[config.mk]
export PLATFORM = sky130hd
export DESIGN_NAME = add16_seq
export DESIGN_NICKNAME = d
export VERILOG_FILES = /design/src/rtl/add16_seq.sv
export SDC_FILE = /design/constraint.sdc
export NUM_CORES = 1
export LEC_CHECK = 0
export BUFFER_PORTS_ARGS = -buffer_cell sky130_fd_sc_hd__buf_2
export CELL_PAD_IN_SITES_DETAIL_PLACEMENT = 1
export CELL_PAD_IN_SITES_GLOBAL_PLACEMENT = 2
export CORE_UTILIZATION = 36
export DETAILED_ROUTE_END_ITERATION = 10
export PLACE_DENSITY_LB_ADDON = 0.1
export SLEW_MARGIN = 0
export SYNTH_ARGS = -nofsm -noshare
export SYNTH_HDL_FRONTEND = slang
export SYNTH_SLANG_ARGS = --single-unit
[constraint.sdc]
create_clock -name clk -period 5 [get_ports clk]
set_input_delay 0.25 -clock clk [delete_from_list [all_inputs] [get_ports clk]]
set_output_delay 0.25 -clock clk [all_outputs]
set_load 0.02 [all_outputs]
[src/rtl/add16_seq.sv]
// Multi-word adder that reuses one 16-bit adder over WORDS cycles, LSW first,
// chaining the carry through a register between slices.

module add16 (
    input  logic [15:0] a_i,
    input  logic [15:0] b_i,
    output logic [15:0] sum_o,
    input  logic        ci_i,
    output logic        co_o
);
    assign {co_o, sum_o} = {1'b0, a_i} + {1'b0, b_i} + {16'd0, ci_i};
endmodule

module add16_seq #(
    parameter int WORDS = 4
) (
    input  logic                clk,
    input  logic                rst_n,
    input  logic                start,
    input  logic [16*WORDS-1:0] a_in,
    input  logic [16*WORDS-1:0] b_in,
    input  logic                cin,
    output logic                busy,
    output logic                done,
    output logic [16*WORDS-1:0] sum_out,
    output logic                cout,
    output logic                ovf
);
    localparam int W  = 16 * WORDS;
    localparam int IW = (WORDS > 1) ? $clog2(WORDS) : 1;

    typedef enum logic [1:0] {S_IDLE, S_BUSY, S_DONE} state_t;

    state_t        state_q, state_d;
    logic [IW-1:0] idx_q;
    logic [W-1:0]  a_q, b_q, part_q, part_d, sum_q;
    logic          carry_q, cout_q, ovf_q;
    logic [15:0]   a_slice, b_slice, add_sum;
    logic          add_co;
    logic          accept, last;

    // A new request may be taken in IDLE or in the DONE cycle (back-to-back).
    assign accept = start && (state_q != S_BUSY);
    assign last   = (idx_q == IW'(WORDS - 1));

    always_comb begin
        a_slice = '0;
        b_slice = '0;
        for (int i = 0; i < WORDS; i++) begin
            if (idx_q == IW'(i)) begin
                a_slice = a_q[16*i +: 16];
                b_slice = b_q[16*i +: 16];
            end
        end
    end

    add16 u_add16 (
        .a_i   (a_slice),
        .b_i   (b_slice),
        .sum_o (add_sum),
        .ci_i  (carry_q),
        .co_o  (add_co)
    );

    // Partial result with the current slice merged in; on the last slice this is the full sum.
    generate
        for (genvar gi = 0; gi < WORDS; gi++) begin : g_part
            assign part_d[16*gi +: 16] = (idx_q == IW'(gi)) ? add_sum : part_q[16*gi +: 16];
        end
    endgenerate

    always_ff @(posedge clk or negedge rst_n) begin
        if (!rst_n) begin
            state_q <= S_IDLE;
        end else begin
            state_q <= state_d;
        end
    end

    always_comb begin
        state_d = state_q;
        unique case (state_q)
            S_IDLE:  state_d = start ? S_BUSY : S_IDLE;
            S_BUSY:  state_d = last ? S_DONE : S_BUSY;
            S_DONE:  state_d = start ? S_BUSY : S_IDLE;
            default: state_d = S_IDLE;
        endcase
    end

    always_comb begin
        busy = (state_q == S_BUSY);
        done = (state_q == S_DONE);
    end

    always_ff @(posedge clk or negedge rst_n) begin
        if (!rst_n) begin
            idx_q   <= '0;
            a_q     <= '0;
            b_q     <= '0;
            carry_q <= 1'b0;
            part_q  <= '0;
            sum_q   <= '0;
            cout_q  <= 1'b0;
            ovf_q   <= 1'b0;
        end else if (accept) begin
            a_q     <= a_in;
            b_q     <= b_in;
            carry_q <= cin;
            idx_q   <= '0;
        end else if (state_q == S_BUSY) begin
            part_q  <= part_d;
            carry_q <= add_co;
            if (last) begin
                sum_q  <= part_d;
                cout_q <= add_co;
                ovf_q  <= (a_slice[15] == b_slice[15]) && (add_sum[15] != a_slice[15]);
            end else begin
                idx_q <= idx_q + 1'b1;
            end
        end
    end

    assign sum_out = sum_q;
    assign cout    = cout_q;
    assign ovf     = ovf_q;
endmodule

==> results_dict.tcl <==
set metrics [dict create \
    postSynthAreaPerCell_um2 10.4 \
    syn_inst 1105 \
    p_comb_share_pct 53.8 \
    ys.flop_type "dfrtp_1" \
    antenna_found_initial 0 \
    hold_class "primary input to flip-flop" \
    relSlewSlack_pct 29.5 \
    routed_wl_um 34000 \
    p_leak_nw 6.86 \
    gp_congestion 0.736 \
    initial_core_util_pct 37.1 \
    cp.arrival_ns 4.54 \
    layout_setup_ws_ns 0.827 \
    ys_seq_area_share_pct 54.0 \
    clock.fmax_mhz 240 \
    io_buffers 199 \
    synth_edf_count 0 \
    ys_seq_elements 247 \
    yosys.area.top_type "dfrtp_1" \
    h-tree-depth 1 \
    clock-sinks 247 \
    post-place-cells 1639 \
    n_antenna_cell 0 \
    finClkSkew_ns 0.0130 \
    slew_viol_final 0 \
    crit_family "compound AO/OA/AOI/OAI gates" \
    synth.net_count 1258 \
    grt_setup_unrepaired "false" \
    grt_pass1_vias 9472 \
    switching_share_pct 45.0 \
    critPathSlowestCell "ha_4" \
    final_cells 1818 \
    area_delta_synth_final_pct 31.3 \
    power_frac_seq_pct 29.0 \
    p_switching_mw 5.42 \
    status "complete, no violations" \
    crit_chain "inv_1 > ha_4 > o21ai_0 > mux2i_1 > fa_1 > inv_1 > fa_1 > a21o_1 > a311o_1 > a21oi_4 > o21ai_1 > xnor2_2 > o21ai_0" \
    ant_nets 0 \
    viasPerCell 4.99 \
    dpl.hpwl_um 21900 \
    die_h_um 180 \
    path_buf_inv 2 \
    remaining_drc_errors 0 \
    cts.path.max_buffers 3 \
    power.share.clock_pct 17.2 \
    crit_required_ns 5.36 \
    cts_resized 0 \
    first_pass_iters 5 \
    pre_cts_slack_ns 0.706 \
    internal-power_mw 6.62 \
    final.period_utilization_pct 83.5 \
    io_pins 200 \
    tightest_slew_ns 1.05 \
    rows 64 \
    ir_drop_uv 469 \
    final_util_pct 48.6 \
    slowest_delay_ns 0.61 \
    grt_first_pass_wirelength_um 54500 \
    layout-drive-gt1-share_pct 28.1 \
    fp.coreArea_mm2 0.0309 \
    final_nets 1556 \
    max_cap_violations 0 \
    async_flop_share_pct 100 \
    fin_crit_ns 4.17 \
    cts-root-buf "clkbuf_16" \
    die_area_mm2 0.0325 \
    cts_made_buffers 29 \
    drt-initial-drc-count 287 \
    setup_viol 0 \
    netlist_area_mm2 0.0115 \
    vias 9070 \
    chipWidth_um 180 \
    p_per_area_mw_per_mm2 801 \
    placed_cell_area_mm2 0.0128 \
    cts_tree "yes" \
    critPathCaptureType "flip-flop" \
    clock_latency_ns 0.54 \
    yosysTopAreaCellShare_pct 54.0 \
    hold_viol_final 0 \
    crit_fanout 65 \
    grt_use_total_pct 21.2 \
    design_area_mm2 0.0150 \
    synth_area_leaders "dfrtp_1 (54%), mux2_2 (13%), o21ai_0 (6.2%)" \
    startpoint_type "flip-flop" \
    overflow 0 \
    clkTransAtPathRegs_ns 0.05 \
    route.detailed.wl_per_inst_um 18.7 \
    path_class "flip-flop to flip-flop" \
    setup_tns_ns 0 \
    grt_start_max_net_pins 130 \
    yosysUniqueCellTypes 46 \
    yosys_warnings 0 \
]
Yosys cell counts, types with 3 or more instances:
library cell  number
buf_2             23
nor3b_1           30
nand3_1            7
xor2_1             5
a21oi_1          104
a21o_1             5
ha_1              19
buf_1             13
nand4_1            3
mux2_2           131
nor2_1            73
nand4b_1           6
a31oi_1            3
inv_1              8
or3_1              6
clkbuf_1          41
o21ai_0          143
dfrtp_1          247
mux2i_1           17
nand2b_1           3
nand2_1          176
xnor2_1           12
power by group through the flow:
| stage | clock network (mW) | logic, mW | registers [mW] |
|---|---|---|---|
| 4_1_cts | 2.14 | 6.59 | 3.50 |
| 3_3_place_gp | 0 | 6.37 | 3.50 |
| 2_1_floorplan | 0 | 4.02 | 3.59 |
| 5_1_grt | 2.21 | 7.16 | 3.62 |
| 6_report | 2.07 | 6.48 | 3.49 |
| 3_5_place_dp | 0 | 6.50 | 3.53 |
stage by stage:
step,hold WS [ns],power (mW)
CTS,0.0116,12.2
detailed placement,0.455,10.0
global route,0.0310,13.0
floorplan,-0.0456,7.61
finish,0.0378,12.0
global placement,0.453,9.87
repair_timing:
| action | CTS | global route |
|---|---|---|
| setup endpoints to repair | 0 | 0 |
| buffers inserted | 0 | 0 |
| hold buffers | 129 | 0 |
| hold endpoints to repair | 256 | 0 |
worst paths after layout:
path | to | startpoint | cells past startpoint | slack [ns]
setup / recovery | part_q[28] | idx_q[0] | 13 | 0.83
hold / removal | state_q[0] | start | 3 | 0.04
setup reg to reg | part_q[28] | idx_q[0] | 13 | 0.83
hold reg to reg | sum_out[17] | sum_out[17] | 2 | 0.47
max in group asynchronous | a_q[61] | rst_n | 3 | 3.33
min in group asynchronous | sum_out[16] | rst_n | 2 | 0.42
cell usage in the layout, fill, tap and decap left out, types with 29 or more instances in the layout:
master	netlist	routed
dfrtp_1	247	247
buf_2	23	198
nand2_1	176	174
o21ai_0	143	143
mux2_2	131	131
dlygate4sd3_1	0	129
a21oi_1	104	104
nor2_1	73	73
nor3b_1	30	30
clkbuf_16	0	29
worst reg2reg max path: cells and delay by family (launching register included):
kind            cells  cell delay, ns
fa+ha+maj           3            1.30
xor+xnor            1            0.43
flops               1            0.45
compound gates      6            1.37
buf+inv             2            0.23
mux                 1            0.23
area by class of cell:
| type | count | area, um2 |
|---|---|---|
| Tap cell | 396 | 495 |
| Multi-Input combinational cell | 769 | 4940 |
| Fill cell | 3438 | 15900 |
| Clock inverter | 3 | 68.8 |
| Inverter | 10 | 37.5 |
| Clock buffer | 47 | 863 |
| Timing Repair Buffer | 346 | 2440 |
| Sequential cell | 247 | 6180 |
routing by layer:
metal	track usage [%]	vias up	routed length (um)
met3	2.73	32	1080
met2	34.8	173	15800
met5	0	-	0
met4	3.66	0	430
li1	-	4405	-
met1	30.2	4460	16600
flip-flops by register name, summed over array words and instances, names as in the netlist:
signal and cells:
idx_q 2, ovf 1, sum_out 64, state_q 2, b_q 64, cout 1
a_q 64, part_q 48, carry_q 1
kinds of logic after synthesis:
kind of cell / after synthesis / synth area share [%]
flops: 247 / 54.0
mux: 148 / 14.4
fa+ha+maj: 21 / 2.43
buf+inv: 89 / 3.24
simple gates: 310 / 11.9
compound gates: 272 / 12.7
xor+xnor: 18 / 1.44
No activity file was read; power rests on OpenSTA's default activity.
